--- config.mk ---
export PLATFORM = sky130hd
export DESIGN_NAME = demux_strobe_gen_flat
export DESIGN_NICKNAME = d
export VERILOG_FILES = /design/src/rtl/demux_strobe_gen_if.sv /design/src/rtl/demux_strobe_gen.sv /design/src/flat_wrapper.sv
export SDC_FILE = /design/constraint.sdc
export NUM_CORES = 1
export LEC_CHECK = 0
export ABC_AREA = 1
export BUFFER_PORTS_ARGS = -buffer_cell sky130_fd_sc_hd__buf_2
export CAP_MARGIN = 20
export CORE_MARGIN = 5
export CORE_UTILIZATION = 58
export DETAILED_ROUTE_END_ITERATION = 7
export PLACE_DENSITY = 0.88
export SLEW_MARGIN = 40
export SYNTH_ARGS = -nofsm -noshare
export SYNTH_HDL_FRONTEND = slang
export SYNTH_SLANG_ARGS = --single-unit
--- constraint.sdc ---
create_clock -name clk -period 2.1 [get_ports clk]
set_input_delay 0.105 -clock clk [delete_from_list [all_inputs] [get_ports clk]]
set_output_delay 0.105 -clock clk [all_outputs]
set_load 0.005 [all_outputs]
--- src/rtl/demux_strobe_gen_if.sv ---
// Request/strobe bundle between the microsequencer request logic and the
// 74x138 unit-select decoder. The master drives the request; the slave
// (demux_strobe_gen) drives status and the demux control lines.
interface demux_strobe_gen_if;
    logic       req;
    logic [2:0] addr;
    logic [2:0] count;
    logic       busy;
    logic       done;
    logic [2:0] a;
    logic       g1;
    logic       g2a_n;
    logic       g2b_n;

    modport master (
        output req, addr, count,
        input  busy, done, a, g1, g2a_n, g2b_n
    );

    modport slave (
        input  req, addr, count,
        output busy, done, a, g1, g2a_n, g2b_n
    );
endinterface

--- src/rtl/demux_strobe_gen.sv ---
// Strobe generator for a 74x138-style 3-to-8 demux. Registers a unit address
// and sequences address/enables with SETUP, WIDTH and HOLD cycles so the demux
// produces a clean active-low select pulse.
// Optional feature macro: DEMUX_STROBE_BURST_EN (count+1 strobes to
// consecutive addresses). Undefined: one strobe per request.
module demux_strobe_gen #(
    parameter int unsigned SETUP = 1,  // 1..255
    parameter int unsigned WIDTH = 2,  // 1..255
    parameter int unsigned HOLD  = 1   // 1..255
) (
    input logic               clk,
    input logic               reset,
    demux_strobe_gen_if.slave bus
);

    localparam logic [7:0] SetupLast = 8'(SETUP - 1);
    localparam logic [7:0] WidthLast = 8'(WIDTH - 1);
    localparam logic [7:0] HoldLast  = 8'(HOLD - 1);

    typedef enum logic [1:0] {StIdle, StSetup, StStrobe, StHold} state_e;

    state_e     state_q;
    logic [7:0] timer_q;
    logic [2:0] a_q;
    logic       busy_q;
    logic       done_q;
    logic       g1_q;
    logic       g2a_n_q;
    logic       g2b_n_q;

`ifdef DEMUX_STROBE_BURST_EN
    logic [2:0] burst_q;
`else
    logic unused_count;
    assign unused_count = ^bus.count;
`endif

    // Sequencer: state, phase timer and all registered outputs.
    always_ff @(posedge clk) begin
        if (reset) begin
            state_q <= StIdle;
            timer_q <= 8'd0;
            a_q     <= 3'd0;
            busy_q  <= 1'b0;
            done_q  <= 1'b0;
            g1_q    <= 1'b0;
            g2a_n_q <= 1'b1;
            g2b_n_q <= 1'b1;
`ifdef DEMUX_STROBE_BURST_EN
            burst_q <= 3'd0;
`endif
        end else begin
            done_q <= 1'b0;
            unique case (state_q)
                StIdle: begin
                    // busy_q is 0 here, so a req in the done cycle is taken
                    if (bus.req) begin
                        a_q     <= bus.addr;
                        busy_q  <= 1'b1;
                        timer_q <= SetupLast;
                        state_q <= StSetup;
`ifdef DEMUX_STROBE_BURST_EN
                        burst_q <= bus.count;
`endif
                    end
                end
                StSetup: begin
                    if (timer_q == 8'd0) begin
                        g1_q    <= 1'b1;
                        g2a_n_q <= 1'b0;
                        g2b_n_q <= 1'b0;
                        timer_q <= WidthLast;
                        state_q <= StStrobe;
                    end else begin
                        timer_q <= timer_q - 8'd1;
                    end
                end
                StStrobe: begin
                    if (timer_q == 8'd0) begin
                        g1_q    <= 1'b0;
                        g2a_n_q <= 1'b1;
                        g2b_n_q <= 1'b1;
                        timer_q <= HoldLast;
                        state_q <= StHold;
                    end else begin
                        timer_q <= timer_q - 8'd1;
                    end
                end
                StHold: begin
                    if (timer_q == 8'd0) begin
`ifdef DEMUX_STROBE_BURST_EN
                        if (burst_q != 3'd0) begin
                            // next address only after enables are already off
                            burst_q <= burst_q - 3'd1;
                            a_q     <= a_q + 3'd1;
                            timer_q <= SetupLast;
                            state_q <= StSetup;
                        end else begin
                            busy_q  <= 1'b0;
                            done_q  <= 1'b1;
                            state_q <= StIdle;
                        end
`else
                        busy_q  <= 1'b0;
                        done_q  <= 1'b1;
                        state_q <= StIdle;
`endif
                    end else begin
                        timer_q <= timer_q - 8'd1;
                    end
                end
                default: state_q <= StIdle;
            endcase
        end
    end

    assign bus.a     = a_q;
    assign bus.busy  = busy_q;
    assign bus.done  = done_q;
    assign bus.g1    = g1_q;
    assign bus.g2a_n = g2a_n_q;
    assign bus.g2b_n = g2b_n_q;

endmodule

--- src/flat_wrapper.sv ---
// flat-port wrapper written by rule: the top's interface ports become plain ports
module demux_strobe_gen_flat 
#(
    parameter int unsigned SETUP = 1,           
    parameter int unsigned WIDTH = 2,           
    parameter int unsigned HOLD  = 1            
)
  (clk, reset, bus_req, bus_addr, bus_count, bus_busy, bus_done, bus_a, bus_g1, bus_g2a_n, bus_g2b_n);
  demux_strobe_gen_if bus_i ();
  input logic clk;
  input logic reset;
  input wire logic [$bits(bus_i.req)-1:0] bus_req;
  input wire logic [$bits(bus_i.addr)-1:0] bus_addr;
  input wire logic [$bits(bus_i.count)-1:0] bus_count;
  output wire logic [$bits(bus_i.busy)-1:0] bus_busy;
  output wire logic [$bits(bus_i.done)-1:0] bus_done;
  output wire logic [$bits(bus_i.a)-1:0] bus_a;
  output wire logic [$bits(bus_i.g1)-1:0] bus_g1;
  output wire logic [$bits(bus_i.g2a_n)-1:0] bus_g2a_n;
  output wire logic [$bits(bus_i.g2b_n)-1:0] bus_g2b_n;
  assign bus_i.req = bus_req;
  assign bus_i.addr = bus_addr;
  assign bus_i.count = bus_count;
  assign bus_busy = bus_i.busy;
  assign bus_done = bus_i.done;
  assign bus_a = bus_i.a;
  assign bus_g1 = bus_i.g1;
  assign bus_g2a_n = bus_i.g2a_n;
  assign bus_g2b_n = bus_i.g2b_n;
  demux_strobe_gen #(.SETUP(SETUP), .WIDTH(WIDTH), .HOLD(HOLD)) u_core (.clk(clk), .reset(reset), .bus(bus_i));
endmodule
## Word level (Yosys, flattened, before mapping)

Index checks and enable logic that the tools add are counted.

- Register bits: 17
- Input port bits: 9
- Output and inout bits: 8

- $add $sub $neg: 1
- Eq/ne operators: 8
- Multiplexer cells: 17
- Bitwise operators: 1
- Reduce and logical (&&, ||, !) cells: 10

Operators by type and width:

| kind | count |
|---|---|
| $mux 8 | 4 |
| $pmux 8 s4 | 1 |
| $logic_not 8->1 | 1 |
| $mux 2 | 4 |
| $pmux 2 s4 | 1 |
| $sub 8x1->8 const B | 1 |
| $ne 2x1->1 const B | 3 |
| $pmux 1 s2 | 3 |
| $reduce_and 3->1 | 2 |
| $eq 2x2->1 const B | 2 |
| $mux 1 | 4 |
| $ne 2x2->1 const B | 2 |
| $reduce_and 2->1 | 2 |
| $reduce_and 4->1 | 1 |
| $reduce_bool 2->1 | 2 |
| $eq 2x1->1 const B | 1 |
| $logic_not 2->1 | 1 |
| $reduce_or 2->1 | 1 |
| $not 1->1 | 1 |

## Logic depth before layout (Yosys ltp)

Gate-level depths: netlist (run 1).

- Word-level depth: 3
- Depth in mapped cells: 11
- Gate-level depth less buffers: 11

## Worst setup path after synthesis (run 1)

No wires, ideal clock.

- Path type: register to register
- Start: reg u_core.timer_q[0]
- End: reg u_core.g1_q (netlist: u_core.bus.g1)
- Arrival time: 1,222 ps
- Path slack: 765 ps
- Cell stages (with the launch flop): 10
- Path buffers: 0
- Clock period less this slack: 1,335 ps
- Cell sequence: dfxtp_1 -> inv_1 -> ha_1 -> nand2_1 -> o21ai_1 -> inv_1 -> nor2_1 -> nand2_1 -> nand2_1 -> nor2_1

- Cells in the longest elaborated chain, start to end: 3

Ends and longest elaborated chain:

| element | line | text |
|---|---|---|
| start: declaration | demux_strobe_gen.sv:23 | `logic [7:0] timer_q;` |
| start signal: assignment | demux_strobe_gen.sv:60 | `timer_q <= SetupLast;` |
| start signal: assignment | demux_strobe_gen.sv:72 | `timer_q <= WidthLast;` |
| start signal: assignment | demux_strobe_gen.sv:75 | `timer_q <= timer_q - 8'd1;` |
| $logic_not 8->1 (*) | demux_strobe_gen.sv:68, demux_strobe_gen.sv:79 |  |
| $ne 2x1->1 (no line) | -- |  |
| $reduce_and 3->1 (no line) (*) | -- |  |
| end signal: assignment | demux_strobe_gen.sv:46 | `g1_q <= 1'b0;` |
| end signal: assignment | demux_strobe_gen.sv:69 | `g1_q <= 1'b1;` |
| end signal: assignment | demux_strobe_gen.sv:80 | `g1_q <= 1'b0;` |
| end: declaration | demux_strobe_gen.sv:27 | `logic g1_q;` |

Mark *: on every way between the ends. The rest lies on a longest branch, timed or not.
A chain may end at the register's enable or synchronous reset.

## Worst setup path in the final report (run 1)

- Start: reg u_core.timer_q[0]
- End: reg u_core.timer_q[7]

- Cells in the longest elaborated chain, start to end: 3

Ends and longest elaborated chain:

| element | line | text |
|---|---|---|
| $sub 8x1->8 or $logic_not 8->1 (tied branches) | -- |  |
| $mux 8, or another cell as far along | demux_strobe_gen.sv:90 | `if (timer_q == 8'd0) begin` |
| $pmux 8 s4 or $reduce_and 2->1 (tied branches) | -- |  |

Several ways; a longest one is shown, not always the timed one. The select of a mux whose other input is x is not followed.

==> summary.md, run 1 <==
| Metric | Value |
|---|---|
| Status | finished clean |
| Bufs on Longest Clock Path | 2 |
| CP arrival | between 1.5 and 2 ns |
| First-pass GRT wire length | 3.15 mm |
| Startpoint Class | flop |
| Synth warn | 0 |
| Final Max Tran Viols | 0 |
| Routed vias/inst | ~5.1 |
| CTS root buffer | clkbuf_4 |
| Wirelength per Cell | 10.4 um |
| CTS sink count | 17 |
| Synthesized area per cell | 6.51 um2 |
| # Max-Cap Violations | 0 |
| Post-route DRC | 0 |
| Pre-CTS WS | 0.571 ns |
| Setup Fix Bufs, Post-CTS | 0 |
| Die ar. | 2600 um2 |
| Routed via count | about 920 |
| GPL Wtd Cong | 0.836 |
| Least-Margin Pin Slew | 0.259 ns |
| Leak | 0.596 nW |
| Die X-Extent | about 50 um |
| Syn Std Cell Area | 976 um2 |
| Initial antenna violation count | 0 |
| CTS buffer count | 3 |
| Starting Density | 62.6% |
| Max Freq | 640 MHz |
| Largest net degree at the start of global routing | 11 |
| Clock slew at reported path FFs | 0.09 ns |
| Final WL | between 1.5 and 2 mm |
| H-tree Lvls | 1 |
| 1st-iter DRT viols | 34 |
| Worst reg2reg path depth | 10 |
| Clk_lat worst skew | 0.29 ns |
| DRT Pass-1 Iters | 6 |
| Hold WC Path Type | input port to flop |
| Total track usage | 16.2% |
| RSZ-0062 raised after global routing | no |
| Core box area | around 1600 um2 |
| Setup ws final | 0.537 ns |
| Fillers | 139 |
| Final HPWL DP | 1.50 mm |
| Syn nets | 165 |
| I/O Pins | 17 |
| CP Data Required Time | roughly 2.3 ns |
| Worst VDD drop | 1.02 mV |
| Sequential area share after synthesis | 34.9% |
| Post-layout instance area | 1080 um2 |
| Library cells used by synthesis | 18 |
| Port Buffers | 13 |
| Period minus WS final | 1.56 ns |
| N_diodes | 0 |
| Die height | a little over 50 um |
| TNS Setup | 0 ns |
| Post-synthesis register bit count | 17 |
| Final-report hold violation count | 0 |
| Skew final | between 0.001 and 0.0015 ns |
| Area grow syn2layout | 10.6% |
| P per Cell Area | 1800 nW/um2 |
| Slew HR | between 80 and 90% |
| Layout cell share with drive strength beyond 1 | 15.1% |
| CTS tree | built |
| Setup violators final | 0 |
| Grt ovf | 0 |
| Number of global-route vias before repair | 778 |
| Total Power | 0.00194 W |
| Critical Path End Type | flop |
| Post-cts sizing count | 0 |
| Placed Area | 1050 um2 |
| Count of hold-fix buffers inserted at cts | 0 |
| Worst Path Max Fanout | 10 |
| Antenna Violating Nets Remaining | 0 |
| Critical path class | flop to flop |
| Utilization after layout | between 60 and 70% |
| Final period util | 74.4% |
| Syn Inst Count | 150 |
| Hold Path Depth | 2 |
| Layout Nets | 182 |
| # rows | 14 |
==> layout by cell type (no fill, tap or decap) <==
cell type  Yosys  routed
a21oi_1        1       1
buf_2          0      13
clkbuf_1       0       1
clkbuf_4       0       3
dfxtp_1       17      17
ha_1           6       6
inv_1         22      22
inv_4          1       1
nand2_1       36      36
nand2_2        1       1
nand2_4        4       4
nand3_1        8       8
nand3b_1       1       1
nand4_1        1       1
nor2_1        36      36
nor2_2         2       2
nor2_4         1       1
nor3_1         2       2
o21ai_0        9       9
o21ai_1        1       1
==> critical path, cell delays in order, from the launching register on <==
cell	delay, ns
dfxtp_1	0.32
inv_1	0.10
ha_1	0.23
nand2_1	0.14
nor2_4	0.20
nand2_4	0.09
nand2_4	0.10
inv_4	0.07
nand2_4	0.07
nand2_4	0.06
nor2_1	0.11
==> routing by layer <==
metal  share of wire [%]  vias to the layer above  track usage [%]  wire [um]
li1                    -                      485                -          -
met1                  46                      378             19.4        866
met2                  43                       44             25.5        822
met3                 6.6                       17             4.07        126
met4                 4.2                        0             11.2         80
met5                   0                        -                0          0
==> worst paths after layout <==
check | to | slack [ns] | startpoint
worst max-delay path | u_core.timer_q[7] | 0.54 | u_core.timer_q[0]
worst max register to register | u_core.timer_q[7] | 0.54 | u_core.timer_q[0]
worst min-delay path | u_core.bus.busy | 0.05 | reset
worst min register to register | u_core.bus.busy | 0.47 | u_core.bus.busy
==> state kept, by name, summed over array words and instances, names as in the netlist <==
register	count
u_core.timer_q	8
u_core.bus.g2a_n	1
u_core.bus.a	3
u_core.bus.g1	1
u_core.bus.done	1
u_core.bus.busy	1
u_core.state_q	2
==> cells by family after synthesis <==
logic type,share of synthesized area (%)
and+or+nand+nor,41.9
buffers and inverters,9.87
DFF,34.9
AOI/OAI and AO/OA,5.64
adders and majority gates,7.69
==> where the power goes <==
part | total (W) | switching, W | internal (W)
Combinational | 0.00124 | 0.000793 | 0.000447
Clock | 0.000174 | 0.000100 | 0.0000740
Sequential | 0.000530 | 0.0000880 | 0.000442
==> cells in the mapped netlist <==
master | number | share of area, %
nand2_4 | 4 | 4.6
nand3_1 | 8 | 4.1
ha_1 | 6 | 7.7
o21ai_1 | 1 | 0.51
nor2_4 | 1 | 1.2
o21ai_0 | 9 | 4.6
dfxtp_1 | 17 | 35
inv_4 | 1 | 0.64
nand2_1 | 36 | 14
a21oi_1 | 1 | 0.51
nand4_1 | 1 | 0.64
nor2_1 | 36 | 14
nand3b_1 | 1 | 0.77
buf_4 | 1 | 0.77
nand2_2 | 1 | 0.64
inv_1 | 22 | 8.5
nor2_2 | 2 | 1.3
nor3_1 | 2 | 1.0
==> cell type report <==
cell class	count	area, um2	share of cell area (%)
Clock buffer	4	26.3	2.43
Sequential cell	17	340	31.5
Multi-Input combinational cell	109	539	49.9
Timing Repair Buffer	13	65.1	6.03
Inverter	23	88.8	8.23
Tap cell	16	20.0	1.85
==> per-stage QoR <==
stage | hold slack (ns) | cells
6_report | 0.0469 | 182
5_1_grt | 0.0386 | 182
4_1_cts | 0.0387 | 182
3_5_place_dp | 0.361 | 178
3_3_place_gp | 0.350 | 178
2_1_floorplan | 0.174 | 150
Note: power is estimated with default switching activity, not from simulation.
==> inputs of run 2 (changes only) <==
Settings changed: CORE_UTILIZATION 58 to 54, PLACE_DENSITY 0.88 to 0.83.
Clock period 2.1 ns to 1.62 ns, I/O delays scaled along.
==> run 2 against run 1 <==
  * Non-clock buffer count up 1
  * Worst setup slack worse by 0.37 ns
  * Final cell count up 5.5%
  * Via count down 0.87%
  * Maximum frequency up 7.8%
  * Clock skew up 0.0011 ns
  * Die area up 5.9%
  * Critical path type unchanged
  * Wire length up 4.2%
  * Flip-flop and latch count unchanged
  * Largest cell class unchanged
  * Clock power up 37%
==> summary.md, run 2 (synthesized netlist as in run 1, its figures left out) <==
| Metric | Value |
|---|---|
| Skew final | 0.00257 ns (was 0.00144 ns) |
| Hold path start | reset (unchanged) |
| Clk_lat worst skew | 0.30 ns (was 0.29 ns) |
| Layout cell share with drive strength beyond 1 | 18.6% (was 15.1%) |
| Startpoint Class | flop (unchanged) |
| Most frequent cells in the layout | 35 x nor2_1, 35 x nand2_1, 21 x inv_1, 17 x dfxtp_1, 13 x buf_2 (was 36 x nor2_1, 36 x nand2_1, 22 x inv_1, 17 x dfxtp_1, 13 x buf_2) |
| Port Buffers | 13 (unchanged) |
| # rows | 15 (was 14) |
| Max Freq | 690 MHz (was 640 MHz) |
| TNS Setup | 0 ns (unchanged) |
| Critical path's slowest cell | dfxtp_1 (unchanged) |
| Starting Density | 56.5% (was 62.6%) |
| Post-cts sizing count | 0 (unchanged) |
| I/O Pins | 17 (unchanged) |
| Least-Margin Pin Slew | 0.233 ns (was 0.259 ns) |
| Routed vias/inst | 4.77 (was 5.08) |
| Delay of the slowest critical-path stage | 0.38 ns (was 0.32 ns) |
| First-pass GRT wire length | 3.56 mm (was 3.15 mm) |
| Critical path class | flop to flop (unchanged) |
| Slew HR | 84.4% (was 82.7%) |
| Worst reg2reg path depth | 10 (unchanged) |
| WHS Endpoint | u_core.state_q[1] (was u_core.bus.busy) |
| Count of hold-fix buffers inserted at cts | 0 (unchanged) |
| Die ar. | 2760 um2 (was 2600 um2) |
| Fillers | 154 (was 139) |
| Hold WC Path Type | input port to flop (unchanged) |
| Layout Nets | 183 (was 182) |
| CTS sink count | 17 (unchanged) |
| # Max-Cap Violations | 0 (unchanged) |
| Leak | 0.602 nW (was 0.596 nW) |
| Routed via count | 916 (was 924) |
| CTS root buffer | clkbuf_4 (unchanged) |
| Bufs on Longest Clock Path | 2 (unchanged) |
| Setup violators final | 0 (unchanged) |
| Status | finished clean (unchanged) |
| 1st-iter DRT viols | 13 (was 34) |
| Hold Path Depth | 2 (unchanged) |
| Utilization after layout | 64.2% (was 69.3%) |
| Critical Path End Type | flop (unchanged) |
| Largest net degree at the start of global routing | 11 (unchanged) |
| Final period util | 89.5% (was 74.4%) |
| H-tree Lvls | 1 (unchanged) |
| Final HPWL DP | 1.49 mm (was 1.50 mm) |
| Worst Path Max Fanout | 4 (was 10) |
| CTS tree | built (unchanged) |
| R2R setup slack | 0.17 ns (was 0.54 ns) |
| Initial antenna violation count | 0 (unchanged) |
| Worst VDD drop | 1.31 mV (was 1.02 mV) |
| Die height | 52.5 um (was 51.0 um) |
| CP arrival | 1.65 ns (was 1.80 ns) |
| Area grow syn2layout | 13.6% (was 10.6%) |
| CP Data Required Time | 1.82 ns (was 2.34 ns) |
| N_diodes | 0 (unchanged) |
| Max reg flops | 8 (unchanged) |
| Die X-Extent | 52.5 um (was 51.0 um) |
| Wirelength per Cell | 10.3 um (was 10.4 um) |
| P per Cell Area | 2340 nW/um2 (was 1800 nW/um2) |
| Clock slew at reported path FFs | 0.10 ns (was 0.09 ns) |
| Period minus WS final | 1.45 ns (was 1.56 ns) |
| DRT Pass-1 Iters | 4 (was 6) |
| Final WL | 1.98 mm (was 1.90 mm) |
| R2r endpoint | u_core.state_q[1] (was u_core.timer_q[7]) |
| Total track usage | 17.4% (was 16.2%) |
| Antenna Violating Nets Remaining | 0 (unchanged) |
| Post-route DRC | 0 (unchanged) |
| Grt ovf | 0 (unchanged) |
| Reg-to-Reg Start | u_core.state_q[0] (was u_core.timer_q[0]) |
| Setup Fix Bufs, Post-CTS | 0 (unchanged) |
| Sequence of cells on the critical path | inv_1, ha_1, inv_1, nand2_1, o21ai_2, inv_1, nor2_1, nand2_1, nand2_1, nor2_1 (was inv_1, ha_1, nand2_1, nor2_4, nand2_4, nand2_4, inv_4, nand2_4, nand2_4, nor2_1) |
| Core box area | 1730 um2 (was 1560 um2) |
| Final-report hold violation count | 0 (unchanged) |
| CTS buffer count | 3 (unchanged) |
| Top reg by flops | u_core.timer_q (unchanged) |
| Final Max Tran Viols | 0 (unchanged) |
| GPL Wtd Cong | 0.833 (was 0.836) |
| Number of global-route vias before repair | 905 (was 778) |
==> run 2: per-layer routing <==
| metal | global-route usage [%] | up-vias | wire (um) |
|---|---|---|---|
| met1 | 20.5 | 402 | 923 |
| met3 | 3.99 | 4 | 103 |
| li1 | - | 487 | - |
| met2 | 30.0 | 23 | 924 |
| met4 | 6.81 | 0 | 24 |
| met5 | 0 | - | 0 |
==> run 2: how the worst max path moves through the flow <==
stage	slack, ns	start	depth (start not counted)	endpoint
finish	0.17	u_core.state_q[0]	10	u_core.state_q[1]
global route	-0.005	u_core.state_q[1]	11	u_core.timer_q[4]
CTS	0.11	u_core.state_q[0]	10	u_core.state_q[1]
detailed placement	0.15	u_core.state_q[0]	10	u_core.timer_q[6]
global placement	0.20	u_core.timer_q[0]	9	u_core.bus.g1
floorplan	0.28	u_core.timer_q[0]	9	u_core.bus.g1
==> run 2: report_power, final <==
group / switching (W) / internal, W / total [W]
Combinational: 0.00106 / 0.000606 / 0.00167
Clock: 0.000147 / 0.0000920 / 0.000239
Sequential: 0.000113 / 0.000573 / 0.000686
Total: 0.00132 / 0.00127 / 0.00260
==> run 2: layout make-up <==
| class | count | area (um2) | share of cell area, % |
|---|---|---|---|
| multi-input cells | 109 | 548 | 49.4 |
| flip-flops and latches | 17 | 340 | 30.7 |
| inverters | 23 | 88.8 | 8.01 |
| repair buffers | 14 | 72.6 | 6.55 |
| well taps | 25 | 31.3 | 2.82 |
| clock buffers | 3 | 22.5 | 2.03 |
| clock inverters | 1 | 5.00 | 0.451 |
==> run 2: worst max-delay path, delay by kind of cell (launching register included) <==
| family | cells | cell delay (ns) |
|---|---|---|
| AND/OR/NAND/NOR | 5 | 0.39 |
| adder cells (fa/ha/maj) | 1 | 0.25 |
| buffers and inverters | 3 | 0.25 |
| AO/OA/AOI/OAI | 1 | 0.07 |
| flip-flops | 1 | 0.38 |
==> run 2: through the flow <==
step / instance area (um2) / hold WS [ns] / worst slack, ns / std cells / total power, W
2_1_floorplan: 976 / 0.150 / 0.285 / 150 / 0.00197
3_3_place_gp: 1070 / 0.335 / 0.196 / 188 / 0.00222
3_5_place_dp: 1070 / 0.341 / 0.154 / 188 / 0.00229
4_1_cts: 1100 / 0.0290 / 0.113 / 192 / 0.00254
5_1_grt: 1110 / 0.0312 / -0.00450 / 192 / 0.00291
6_report: 1110 / 0.0238 / 0.170 / 192 / 0.00260
==> inputs of run 3 (changes only) <==
Settings changed: CAP_MARGIN 20 to unset, CORE_UTILIZATION 54 to 57, CTS_BUF_LIST set to sky130_fd_sc_hd__clkbuf_8, PLACE_DENSITY 0.83 to 0.87.
==> run 3 against run 2 <==
  * Hold slack improved by 0.044 ns
  * Sequential share of layout area fell by 0.069 points
  * Combinational power fell by 4%
  * Sequential power rose by 0.6%
  * Utilization rose by 2.3 points
  * Total power rose by 1.4%
  * Critical path depth fell by 1
  * Largest power group unchanged
==> summary.md, run 3 (synthesized netlist as in run 1, its figures left out) <==
| Metric | Value |
|---|---|
| Status | finished clean (unchanged) |
| Reg-to-Reg Start | u_core.timer_q[0] (was u_core.state_q[0]) |
| Setup Fix Bufs, Post-CTS | 0 (unchanged) |
| Final HPWL DP | 1.54 mm (was 1.49 mm) |
| Hold WC Path Type | input port to flop (unchanged) |
| Worst VDD drop | 1.24 mV (was 1.31 mV) |
| CTS tree | built (unchanged) |
| N_diodes | 0 (unchanged) |
| Number of global-route vias before repair | 900 (was 905) |
| Max Freq | 686 MHz (was 690 MHz) |
| Critical Path End Type | flop (unchanged) |
| CP arrival | 1.61 ns (was 1.65 ns) |
| Hold path start | reset (unchanged) |
| H-tree Lvls | 1 (unchanged) |
| CP Data Required Time | 1.77 ns (was 1.82 ns) |
| Delay of the slowest critical-path stage | 0.32 ns (was 0.38 ns) |
| Setup violators final | 0 (unchanged) |
| DRT Pass-1 Iters | 4 (unchanged) |
| Crit-path leading delay family | simple AND/OR/NAND/NOR gates (unchanged) |
| Die ar. | 2640 um2 (was 2760 um2) |
| GPL Wtd Cong | 0.817 (was 0.833) |
| Fillers | 135 (was 154) |
| Multi-input gate area | 542 um2 (was 548 um2) |
| # rows | 15 (unchanged) |
| Period minus WS final | 1.46 ns (was 1.45 ns) |
| Final period util | 89.9% (was 89.5%) |
| Core box area | 1670 um2 (was 1730 um2) |
| Crit path top cell by count | nand2_1 |
| First-pass GRT wire length | 3.57 mm (was 3.56 mm) |
| CTS sink count | 17 (unchanged) |
| Wirelength per Cell | 10.7 um (was 10.3 um) |
| Hold Path Depth | 2 (unchanged) |
| P per Cell Area | 2370 nW/um2 (was 2340 nW/um2) |
| Final WL | 1.97 mm (was 1.98 mm) |
| Total Power | 0.00263 W (was 0.00260 W) |
| Worst reg2reg path depth | 9 (was 10) |
| Initial antenna violation count | 0 (unchanged) |
| Utilization after layout | 66.5% (was 64.2%) |
| TNS Setup | 0 ns (unchanged) |
| Final-report hold violation count | 0 (unchanged) |
| Bufs on Longest Clock Path | 2 (unchanged) |
| Total track usage | 17.8% (was 17.4%) |
| Sequence of cells on the critical path | inv_1, ha_1, nand2_1, o21ai_1, inv_1, nor2_1, nand2_1, nand2_1, nor2_1 (was inv_1, ha_1, inv_1, nand2_1, o21ai_2, inv_1, nor2_1, nand2_1, nand2_1, nor2_1) |
| Antenna Violating Nets Remaining | 0 (unchanged) |
| Skew final | 0.00197 ns (was 0.00257 ns) |
| Largest net degree at the start of global routing | 11 (unchanged) |
| Clock slew at reported path FFs | 0.07 ns (was 0.10 ns) |
| WHS Endpoint | u_core.bus.busy (was u_core.state_q[1]) |
| Max reg flops | 8 (unchanged) |
| R2r endpoint | u_core.state_q[1] (unchanged) |
| CTS buffer count | 3 (unchanged) |
| Post-cts sizing count | 0 (unchanged) |
| Area grow syn2layout | 13.8% (was 13.6%) |
| I/O Pins | 17 (unchanged) |
| Worst Path Max Fanout | 3 (was 4) |
| CTS root buffer | clkbuf_8 (was clkbuf_4) |
| Critical path's slowest cell | dfxtp_1 (unchanged) |
| Routed vias/inst | 5.11 (was 4.77) |
| Slew HR | 83.5% (was 84.4%) |
| Port Buffers | 13 (unchanged) |
| Top reg by flops | u_core.timer_q (unchanged) |
| # Max-Cap Violations | 0 (unchanged) |
| Register Area | 340 um2 (unchanged) |
| Leak | 0.608 nW (was 0.602 nW) |
| Startpoint Class | flop (unchanged) |
| Die X-Extent | 51.4 um (was 52.5 um) |
| Die height | 51.4 um (was 52.5 um) |
| Post-route DRC | 0 (unchanged) |
| Least-Margin Pin Slew | 0.247 ns (was 0.233 ns) |
| R2R setup slack | 0.16 ns (was 0.17 ns) |
| Routed via count | 940 (was 916) |
| Most frequent cells in the layout | 36 x nor2_1, 36 x nand2_1, 20 x inv_1, 17 x dfxtp_1, 13 x buf_2 (was 35 x nor2_1, 35 x nand2_1, 21 x inv_1, 17 x dfxtp_1, 13 x buf_2) |
| Clk_lat worst skew | 0.26 ns (was 0.30 ns) |
| Layout cell share with drive strength beyond 1 | 18.0% (was 18.6%) |
| Grt ovf | 0 (unchanged) |
| Count of hold-fix buffers inserted at cts | 0 (unchanged) |
| 1st-iter DRT viols | 34 (was 13) |
| RSZ-0062 raised after global routing | no |
| Critical path class | flop to flop (unchanged) |
| Layout Nets | 183 (unchanged) |
| Final Max Tran Viols | 0 (unchanged) |
| Starting Density | 58.4% (was 56.5%) |
| CP Buf/Inv Count | 2 (was 3) |
[run 3: cell counts in the layout (fill, tap and decap cells not counted)]
Identical to the previous run, type by type.
[run 3: final cells by class]
class	instances	share of cell area [%]
sequential	17	30.6
clock inverter	1	0.450
tap	17	1.91
clock buffer	3	3.72
multi-input combinational	109	48.8
timing repair buffer	14	6.53
inverter	23	8.00
[run 3: layer usage]
layer	track usage (%)	up-vias	part of all wire (%)
li1	-	488	-
met1	20.0	407	44
met2	30.3	36	47
met3	4.37	9	6.0
met4	10.0	0	2.7
met5	0	-	0
[run 3: worst max-delay path by stage]
stage                                  from                 to  cells past startpoint
after global placement    u_core.timer_q[0]      u_core.bus.g1                      9
after detailed placement  u_core.state_q[0]  u_core.timer_q[5]                     10
after global routing      u_core.state_q[0]  u_core.timer_q[4]                     10
final                     u_core.timer_q[0]  u_core.state_q[1]                      9
after CTS                 u_core.state_q[0]  u_core.timer_q[5]                     11
after floorplan           u_core.timer_q[0]      u_core.bus.g1                      9
[run 3: power by group]
part | internal, W | leakage, nW | switching [W]
registers | 0.000574 | 0.140 | 0.000116
clock network | 0.000171 | 0.0255 | 0.000156
logic | 0.000592 | 0.443 | 0.00102
[run 3: per-stage QoR]
step	worst slack [ns]	instances	instance area [um2]	hold slack, ns
global placement	0.194	180	1060	0.335
global route	0.0101	184	1110	0.0779
detailed placement	0.151	180	1060	0.337
floorplan	0.285	150	976	0.150
CTS	0.140	184	1110	0.0572
finish	0.163	184	1110	0.0673
